## config.mk

```make
export PLATFORM = sky130hd
export DESIGN_NAME = fifo_deq_serializer
export DESIGN_NICKNAME = d
export VERILOG_FILES = /design/src/rtl/fifo_deq_serializer_pkg.sv /design/src/rtl/fifo_deq_serializer_chunk_sel_mux.sv /design/src/rtl/fifo_deq_serializer.sv
export SDC_FILE = /design/constraint.sdc
export NUM_CORES = 1
export LEC_CHECK = 0
export BUFFER_PORTS_ARGS = -buffer_cell sky130_fd_sc_hd__buf_4
export CAP_MARGIN = 25
export CORE_ASPECT_RATIO = 1.4
export CORE_MARGIN = 5
export CORE_UTILIZATION = 45
export CTS_CLUSTER_DIAMETER = 100
export DETAILED_ROUTE_END_ITERATION = 12
export GPL_TIMING_DRIVEN = 0
export PLACE_DENSITY = 0.71
export SYNTH_ARGS = -nofsm -noshare
export SYNTH_HDL_FRONTEND = slang
export SYNTH_SLANG_ARGS = --single-unit
```

## constraint.sdc

```tcl
create_clock -name clk -period 1.3 [get_ports clk]
set_input_delay 0.065 -clock clk [delete_from_list [all_inputs] [get_ports clk]]
set_output_delay 0.065 -clock clk [all_outputs]
set_load 0.01 [all_outputs]
```

## src/rtl/fifo_deq_serializer_pkg.sv

```systemverilog
// rtl/fifo_deq_serializer_pkg.sv - shared sizing helpers and state type for the FIFO dequeue serializer
package fifo_deq_serializer_pkg;

    typedef enum logic {
        ST_EMPTY = 1'b0,
        ST_SEND  = 1'b1
    } ser_state_t;

    function automatic int num_subs(input int data_width, input int sub_width);
        return data_width / sub_width;
    endfunction

    // The chunk index always needs at least one bit, even for degenerate widths.
    function automatic int idx_width(input int data_width, input int sub_width);
        int n;
        n = data_width / sub_width;
        return (n > 1) ? $clog2(n) : 1;
    endfunction

    function automatic bit widths_ok(input int data_width, input int sub_width);
        return (sub_width > 0) && (data_width % sub_width == 0) && (data_width / sub_width >= 2);
    endfunction

endpackage

```

## src/rtl/fifo_deq_serializer_chunk_sel_mux.sv

```systemverilog
// rtl/fifo_deq_serializer_chunk_sel_mux.sv - selects one SUB_WIDTH slice of the held word by index
// Chunk order is reversed (MSB slice first) when FIFO_DEQ_SERIALIZER_MSB_FIRST_EN is defined.
module chunk_sel_mux
    import fifo_deq_serializer_pkg::*;
#(
    parameter int DATA_WIDTH = 32,
    parameter int SUB_WIDTH  = 8,
    parameter int IDX_W      = idx_width(DATA_WIDTH, SUB_WIDTH)
) (
    input  logic [DATA_WIDTH-1:0] data,
    input  logic [IDX_W-1:0]      idx,
    output logic [SUB_WIDTH-1:0]  chunk
);

    localparam int NUM_SUBS = num_subs(DATA_WIDTH, SUB_WIDTH);

    logic [SUB_WIDTH-1:0] slices [NUM_SUBS];

    for (genvar g = 0; g < NUM_SUBS; g++) begin : g_slice
`ifdef FIFO_DEQ_SERIALIZER_MSB_FIRST_EN
        assign slices[g] = data[(NUM_SUBS - 1 - g) * SUB_WIDTH +: SUB_WIDTH];
`else
        assign slices[g] = data[g * SUB_WIDTH +: SUB_WIDTH];
`endif
    end

    assign chunk = slices[idx];

endmodule

```

## src/rtl/fifo_deq_serializer.sv

```systemverilog
// rtl/fifo_deq_serializer.sv - drains full FIFO words and re-emits them as NUM_SUBS narrow chunks
// Optional MSB-first chunk order via FIFO_DEQ_SERIALIZER_MSB_FIRST_EN (applied in chunk_sel_mux).
module fifo_deq_serializer
    import fifo_deq_serializer_pkg::*;
#(
    parameter int DATA_WIDTH = 32,
    parameter int SUB_WIDTH  = 8
) (
    input  logic                  clk,
    input  logic                  rst_aH,
    input  logic                  valid_deq,
    input  logic [DATA_WIDTH-1:0] data_deq,
    output logic                  ready_deq,
    output logic                  valid_out,
    input  logic                  ready_out,
    output logic [SUB_WIDTH-1:0]  data_out,
    output logic                  last_out
);

    localparam int NUM_SUBS = num_subs(DATA_WIDTH, SUB_WIDTH);
    localparam int IDX_W    = idx_width(DATA_WIDTH, SUB_WIDTH);
    localparam logic [IDX_W-1:0] LAST_IDX = IDX_W'(NUM_SUBS - 1);

    if (!widths_ok(DATA_WIDTH, SUB_WIDTH)) begin : g_bad_widths
        $error("fifo_deq_serializer: DATA_WIDTH must be a multiple of SUB_WIDTH with at least two chunks");
    end

    ser_state_t            state_q;
    logic [DATA_WIDTH-1:0] hold_q;
    logic [IDX_W-1:0]      idx_q;
    logic                  full_q;
    logic                  fire_out;
    logic                  fire_in;

    assign full_q    = (state_q == ST_SEND);
    assign valid_out = full_q;
    assign last_out  = full_q && (idx_q == LAST_IDX);
    assign fire_out  = valid_out && ready_out;
    // Taking a new word while the last chunk leaves is what removes the bubble between words.
    assign ready_deq = !full_q || (fire_out && last_out);
    assign fire_in   = valid_deq && ready_deq;

    always_ff @(posedge clk or posedge rst_aH) begin
        if (rst_aH) begin
            state_q <= ST_EMPTY;
            hold_q  <= '0;
            idx_q   <= '0;
        end else begin
            case (state_q)
                ST_EMPTY: begin
                    if (fire_in) begin
                        hold_q  <= data_deq;
                        idx_q   <= '0;
                        state_q <= ST_SEND;
                    end
                end
                ST_SEND: begin
                    if (fire_out) begin
                        if (!last_out) begin
                            idx_q <= idx_q + IDX_W'(1);
                        end else if (fire_in) begin
                            hold_q <= data_deq;
                            idx_q  <= '0;
                        end else begin
                            idx_q   <= '0;
                            state_q <= ST_EMPTY;
                        end
                    end
                end
                default: begin
                    state_q <= ST_EMPTY;
                    idx_q   <= '0;
                end
            endcase
        end
    end

    chunk_sel_mux #(
        .DATA_WIDTH (DATA_WIDTH),
        .SUB_WIDTH  (SUB_WIDTH),
        .IDX_W      (IDX_W)
    ) u_chunk_sel_mux (
        .data  (hold_q),
        .idx   (idx_q),
        .chunk (data_out)
    );

endmodule

```

==> results.toml, run 1 <==
[grt]
grt_pass1_wl_um = 7300
antenna_found_initial = 0
grt_pass1_vias = 1456
grt_usage_pct = 16.7
overflow = 0
grt_max_degree = 36

[floorplanning]
die_area_um2 = 5930
rows = 28
fp.dieH_um = 89.2
core-area_um2 = 4270
die_w_um = 66.5
floorplan.initialDensity_pct = 47.1
num_io_pins = 47

[placement]
dpl.hpwl_um = 3160
portBuffers = 45
place.gp.congestion = 0.739
dp_cells = 274
post-place-ws_ns = -0.187

[worst_setup_path]
cp.required_ns = 1.24
arrival_ns = 1.52
cp_max_fo = 4
cp-start-kind = "flip-flop"
crit_type = "reg2out"
cp-end-kind = "output pin"

[run_status]
violations = "setup timing"
outcome = "finished, violations left"

[yosys]
yosysTopAreaCellShare_pct = 43.5
yosys_warnings = 0
syn-mean-instance-area_um2 = 11.9
synth_area_leaders = "dfrtp_1, o32ai_2, mux4_2, inv_1, nand2_1"
syn_nets = 206
netlist_top_cells_count = "dfrtp_1, inv_1, nand2_1"
yosysSeqAreaShare_pct = 43.5
synthCells = 169
async_reset_ff_share_pct = 100
yosysTopAreaCell = "dfrtp_1"
synthDistinctLibCells = 20
synth_ff_type = "dfrtp_1"
synth-seq-cells = 35
netlist_area_um2 = 2010
synth-edff-count = 0

[timing]
slew_headroom_pct = 50.4
min_period_ns = 1.58
max_clock_freq_mhz = 631
setup_viol = 42
fin_skew_ns = 0.00792
holdWs_ns = 0.0183
rsz0062_at_grt = "true"
finalCritPeriodShare_pct = 122
final_hold_viol_count = 0
setup_tns_ns = -7.22
final-max-slew-violation-count = 0
fin_ws_ns = -0.284
tightestPinTransition_ns = 0.743

[layout]
n_antenna_cell = 0
drive_gt1_share_pct = 52.2
syn2layout_area_growth_pct = 34.5
finish.utilization_pct = 63.4
nNetsFinal = 267
stdcell_count = 290

[clock_network]
cts_tree = "done"
clockRootBuffer = "clkbuf_8"
cts.htree.levels = 2
clk_pin_slew_ns = 0.07
clockBufferDepth = 2
cts-buffers-inserted = 5
clock-sinks = 35
clk_latency_ns = 0.28

[routing]
via_per_inst = 4.97
drc_errors = 0
drtIter0Drc = 74
dr_total_vias = 1442
final_antenna_net_count = 0
wl_per_cell_um = 16.0
wl_um = 4650
firstDrtPassIters = 4

[pwr]
pwr_density_cell_nw_per_um2 = 2060
total_leakage_power_nw = 1.29
vdd_drop_max_mv = 1.10

[worst_hold_path]
min_path_type = "in2reg"

[run]
maxCapViolations = 0
==> layout by cell type (no fill, tap or decap), drive strengths merged <==
cell type / netlist / final
o32ai: 33 / 33
dfrtp: 35 / 35
dlygate4sd3: 0 / 1
clkinv: 0 / 1
mux2i: 1 / 1
a21boi: 1 / 1
nand2: 33 / 33
or2: 1 / 1
and2b: 1 / 1
and3: 1 / 1
and2: 1 / 1
buf: 13 / 65
clkbuf: 3 / 10
mux4: 8 / 8
ha: 1 / 1
inv: 36 / 36
mux2: 1 / 1
==> final timing paths <==
| kind | startpoint | end | slack [ns] | depth (start not counted) |
|---|---|---|---|---|
| worst max-delay path | idx_q[0] | data_out[3] | -0.28 | 3 |
| worst min-delay path | valid_deq | valid_out | 0.02 | 2 |
| worst max register to register | idx_q[0] | hold_q[1] | -0.17 | 5 |
| worst min register to register | hold_q[5] | hold_q[5] | 0.55 | 2 |
| max in group asynchronous | rst_aH | idx_q[0] | 0.32 | 3 |
| min in group asynchronous | rst_aH | idx_q[1] | 0.47 | 3 |
==> worst max-delay path, stage by stage, from the launching register on <==
cell       delay, ns
dfrtp_2         0.43
clkbuf_16       0.17
mux4_2          0.50
buf_6           0.14
==> routing by layer <==
layer / vias up / share of wire [%] / GRT usage (%)
li1: 710 / - / -
met1: 693 / 40 / 20.9
met2: 31 / 54 / 29.3
met3: 8 / 3.8 / 3.65
met4: 0 / 1.5 / 3.88
met5: - / 0 / 0
==> repair_timing <==
action | 4_1_cts | 5_1_grt
buffers inserted | 2 | 5
hold buffers | 1 | 0
endpoints found under the setup margin | 39 | 42
hold endpoints to repair | 35 | 0
gates cloned | 0 | 1
pin swaps | 1 | 0
resized for setup | 16 | 6
==> power by group <==
part	switching (mW)	internal (mW)	total (mW)
Clock	0.371	0.415	0.787
Sequential	0.299	1.61	1.90
Combinational	1.10	1.80	2.90
==> sequential cells by signal, indices dropped and copies added (netlist names) <==
name / cells
hold_q: 32
valid_out: 1
idx_q: 2
==> cell type report <==
type	count	area, um^2
multi-input combinational	82	920
fill	378	1560
sequential	35	877
clock inverter	1	5.00
inverter	36	135
tap	60	75.1
buffer	16	156
timing repair buffer	54	459
clock buffer	6	82.6
==> stage by stage <==
stage / power (mW) / cell area, um^2
floorplan: 3.69 / 2030
CTS: 5.47 / 2620
finish: 5.59 / 2710
global route: 5.94 / 2710
detailed placement: 4.44 / 2450
global placement: 4.39 / 2450
==> kinds of logic (layout without fill, tap and decap cells) <==
| kind of cell | after synthesis | after routing | share of synthesized area, % |
|---|---|---|---|
| mux | 10 | 10 | 10.0 |
| fa+ha+maj | 1 | 1 | 0.621 |
| buf+inv | 52 | 113 | 12.4 |
| compound gates | 34 | 34 | 26.1 |
| flops | 35 | 35 | 43.5 |
| simple gates | 37 | 37 | 7.45 |
Power figures use the tool's default switching activity.
==> run 2: changes to the inputs <==
--- a/config.mk
+++ b/config.mk
@@ -16,4 +16,5 @@
 export PLACE_DENSITY = 0.71
 export SYNTH_ARGS = -nofsm -noshare
 export SYNTH_HDL_FRONTEND = slang
+export SYNTH_HIERARCHICAL = 1
 export SYNTH_SLANG_ARGS = --single-unit
==> run 2 against run 1 <==
Against the previous run: the flow still finishes with violations (setup timing); global-route usage rose by 0.31 points; synthesized cell count fell by 1.2%; sequential power rose by 2%; wire length rose by 9.5%; non-clock buffer count rose by 5; combinational power rose by 33%; critical endpoint is now data_out[1]; hold slack got worse by 0.0041 ns; critical path type unchanged; clock power rose by 10%; worst setup slack got worse by 0.017 ns; die area rose by 0.71%; via count rose by 5.1%.
==> results.toml, run 2 <==
[run_status]
outcome = "finished, violations left"
violations = "setup timing"

[timing]
setup_viol = 39
tightestPinTransition_ns = 0.609
holdWs_ns = 0.0142
final-max-slew-violation-count = 0
max_clock_freq_mhz = 624
final_hold_viol_count = 0
fin_ws_ns = -0.301
min_period_ns = 1.60
rsz0062_at_grt = "true"
setup_tns_ns = -4.25
slew_headroom_pct = 59.3
fin_skew_ns = 0.00634
finalCritPeriodShare_pct = 123

[pwr]
total_power_mw = 6.66
vdd_drop_max_mv = 0.992
pwr_density_cell_nw_per_um2 = 2230
total_leakage_power_nw = 1.36

[worst_setup_path]
path_cells = "buf_8 -> mux4_2 -> buf_6"
cp_max_fo = 8
crit_type = "reg2out"
arrival_ns = 1.54
r2r_slack_ns = -0.08
crit_path_max_incr_delay_ns = 0.53
worst-path-buf-inv = 2
slowest_stage = "mux4_2"
cp-start-kind = "flip-flop"
timing.rr.start = "idx_q[0]"
r2r_cells = 4
cpLargestDelayFamily = "multiplexers"
cp-end-kind = "output pin"
cp.required_ns = 1.24
worst_r2r_endpoint = "hold_q[23]"

[clock_network]
cts-buffers-inserted = 5
clk_pin_slew_ns = 0.07
clockRootBuffer = "clkbuf_8"
cts.htree.levels = 2
clk_latency_ns = 0.29
clockBufferDepth = 2
clock-sinks = 35
cts_tree = "done"

[floorplanning]
die_w_um = 66.8
fp.dieH_um = 89.5
floorplan.initialDensity_pct = 45.5
rows = 29
num_io_pins = 47
die_area_um2 = 5980
core-area_um2 = 4460

[yosys]
syn-mean-instance-area_um2 = 12.2
async_reset_ff_share_pct = 100
synth_area_leaders = "dfrtp_1, o32ai_2, mux4_2, inv_1, nand2_1"
synth_top_family_by_area = "compound AO/OA/AOI/OAI gates"
synth-seq-cells = 35
yosysSeqAreaShare_pct = 43.1
synthSimpleGateAreaFrac_pct = 7.64
muxShareOfSynthArea_pct = 9.37
synthCells = 167
synth-edff-count = 0
synth_xor_area_share_pct = 0
netlist_top_cells_count = "dfrtp_1, inv_1, nand2_1"
netlist_area_um2 = 2030
yosysTopAreaCellShare_pct = 43.1
syn_nets = 204
yosysMostFrequentCell = "dfrtp_1"
yosys_warnings = 6
synthAdderAreaFrac_pct = 0.616
yosysTopAreaCell = "dfrtp_1"
synthDistinctLibCells = 19
synth_compound_area_share_pct = 26.4
synth_ff_type = "dfrtp_1"

[routing]
wl_per_cell_um = 17.2
dr_total_vias = 1515
firstDrtPassIters = 4
drtIter0Drc = 64
final_antenna_net_count = 0
wl_um = 5090
via_per_inst = 5.12
drc_errors = 0

[placement]
dp_cells = 275
portBuffers = 45
dpl.hpwl_um = 3300
place.gp.congestion = 0.770

[worst_hold_path]
hold-path-endpoint = "valid_out"
min_path_cells = 2
min_path_type = "in2reg"
min_from = "valid_deq"

[grt]
grt_usage_pct = 17.0
grt_pass1_wl_um = 7530
overflow = 0
antenna_found_initial = 0
grt_max_degree = 24
grt_pass1_vias = 1500

[layout]
fillers = 343
stdcell_count = 296
drive_gt1_share_pct = 52.6
syn2layout_area_growth_pct = 47.0
final_common_cell = "buf_4"
finish.utilization_pct = 66.9
largest_reg_flops = 32
top_register = "hold_q"
final_cell_mix = "buf_4, inv_1, dfrtp_1"
nNetsFinal = 270
n_antenna_cell = 0

[run]
maxCapViolations = 0
-- run 2: how the worst max path moves through the flow --
| stage | slack, ns | end | start | cells after the start |
|---|---|---|---|---|
| after floorplan | -0.004 | hold_q[0] | idx_q[0] | 5 |
| after global placement | -0.23 | ready_deq | idx_q[0] | 5 |
| after detailed placement | -0.23 | ready_deq | idx_q[0] | 5 |
| after CTS | -0.34 | data_out[1] | idx_q[0] | 3 |
| after global routing | -0.35 | data_out[3] | idx_q[0] | 3 |
| final | -0.30 | data_out[1] | idx_q[0] | 3 |
-- run 2: routing by layer --
layer | global-route usage [%] | vias to the layer above | share of wire, %
li1 | - | 721 | -
met1 | 19.3 | 752 | 37
met2 | 31.5 | 36 | 58
met3 | 3.52 | 6 | 3.9
met4 | 5.36 | 0 | 1.1
met5 | 0 | - | 0
-- run 2: power by group --
part | internal, mW | switching (mW)
Sequential | 1.62 | 0.322
Clock | 0.483 | 0.382
Combinational | 2.41 | 1.44
Total | 4.52 | 2.14
-- run 2: what timing repair did --
action | 4_1_cts | 5_1_grt
pin swaps | 1 | 1
endpoints found under the setup margin | 42 | 43
hold endpoints to repair | 12 | 0
gates cloned | 0 | 5
gates resized for setup | 10 | 32
setup buffers | 1 | 7
hold buffers | 1 | 0
-- run 2: per-stage QoR --
| stage | cell area, um^2 | worst slack, ns |
|---|---|---|
| final | 2990 | -0.301 |
| after global placement | 2450 | -0.232 |
| after detailed placement | 2480 | -0.232 |
| after floorplan | 2030 | -0.00406 |
| after CTS | 2640 | -0.342 |
| after global routing | 2990 | -0.350 |
-- run 2: cells by family (layout without fill, tap and decap cells) --
| family | after synthesis | count (layout) |
|---|---|---|
| buffers and inverters | 50 | 117 |
| and+or+nand+nor | 37 | 37 |
| AOI/OAI and AO/OA | 35 | 35 |
| DFF | 35 | 35 |
| muxes | 9 | 9 |
| adders and majority gates | 1 | 1 |
-- run 2: worst register-to-register path, delay by kind of cell (launching register included) --
family	cells	cell delay, ns
AOI/OAI and AO/OA	1	0.25
adders and majority gates	1	0.19
buffers and inverters	1	0.18
DFF	1	0.45
and+or+nand+nor	1	0.22
-- run 2: cell type report --
| class | count | area [um^2] | share of cell area [%] |
|---|---|---|---|
| inverter | 34 | 128 | 4.27 |
| sequential | 35 | 878 | 29.4 |
| buffer | 15 | 180 | 6.04 |
| multi-input combinational | 82 | 1020 | 34.0 |
| tap | 62 | 77.6 | 2.60 |
| timing repair buffer | 60 | 606 | 20.3 |
| clock buffer | 8 | 100 | 3.35 |
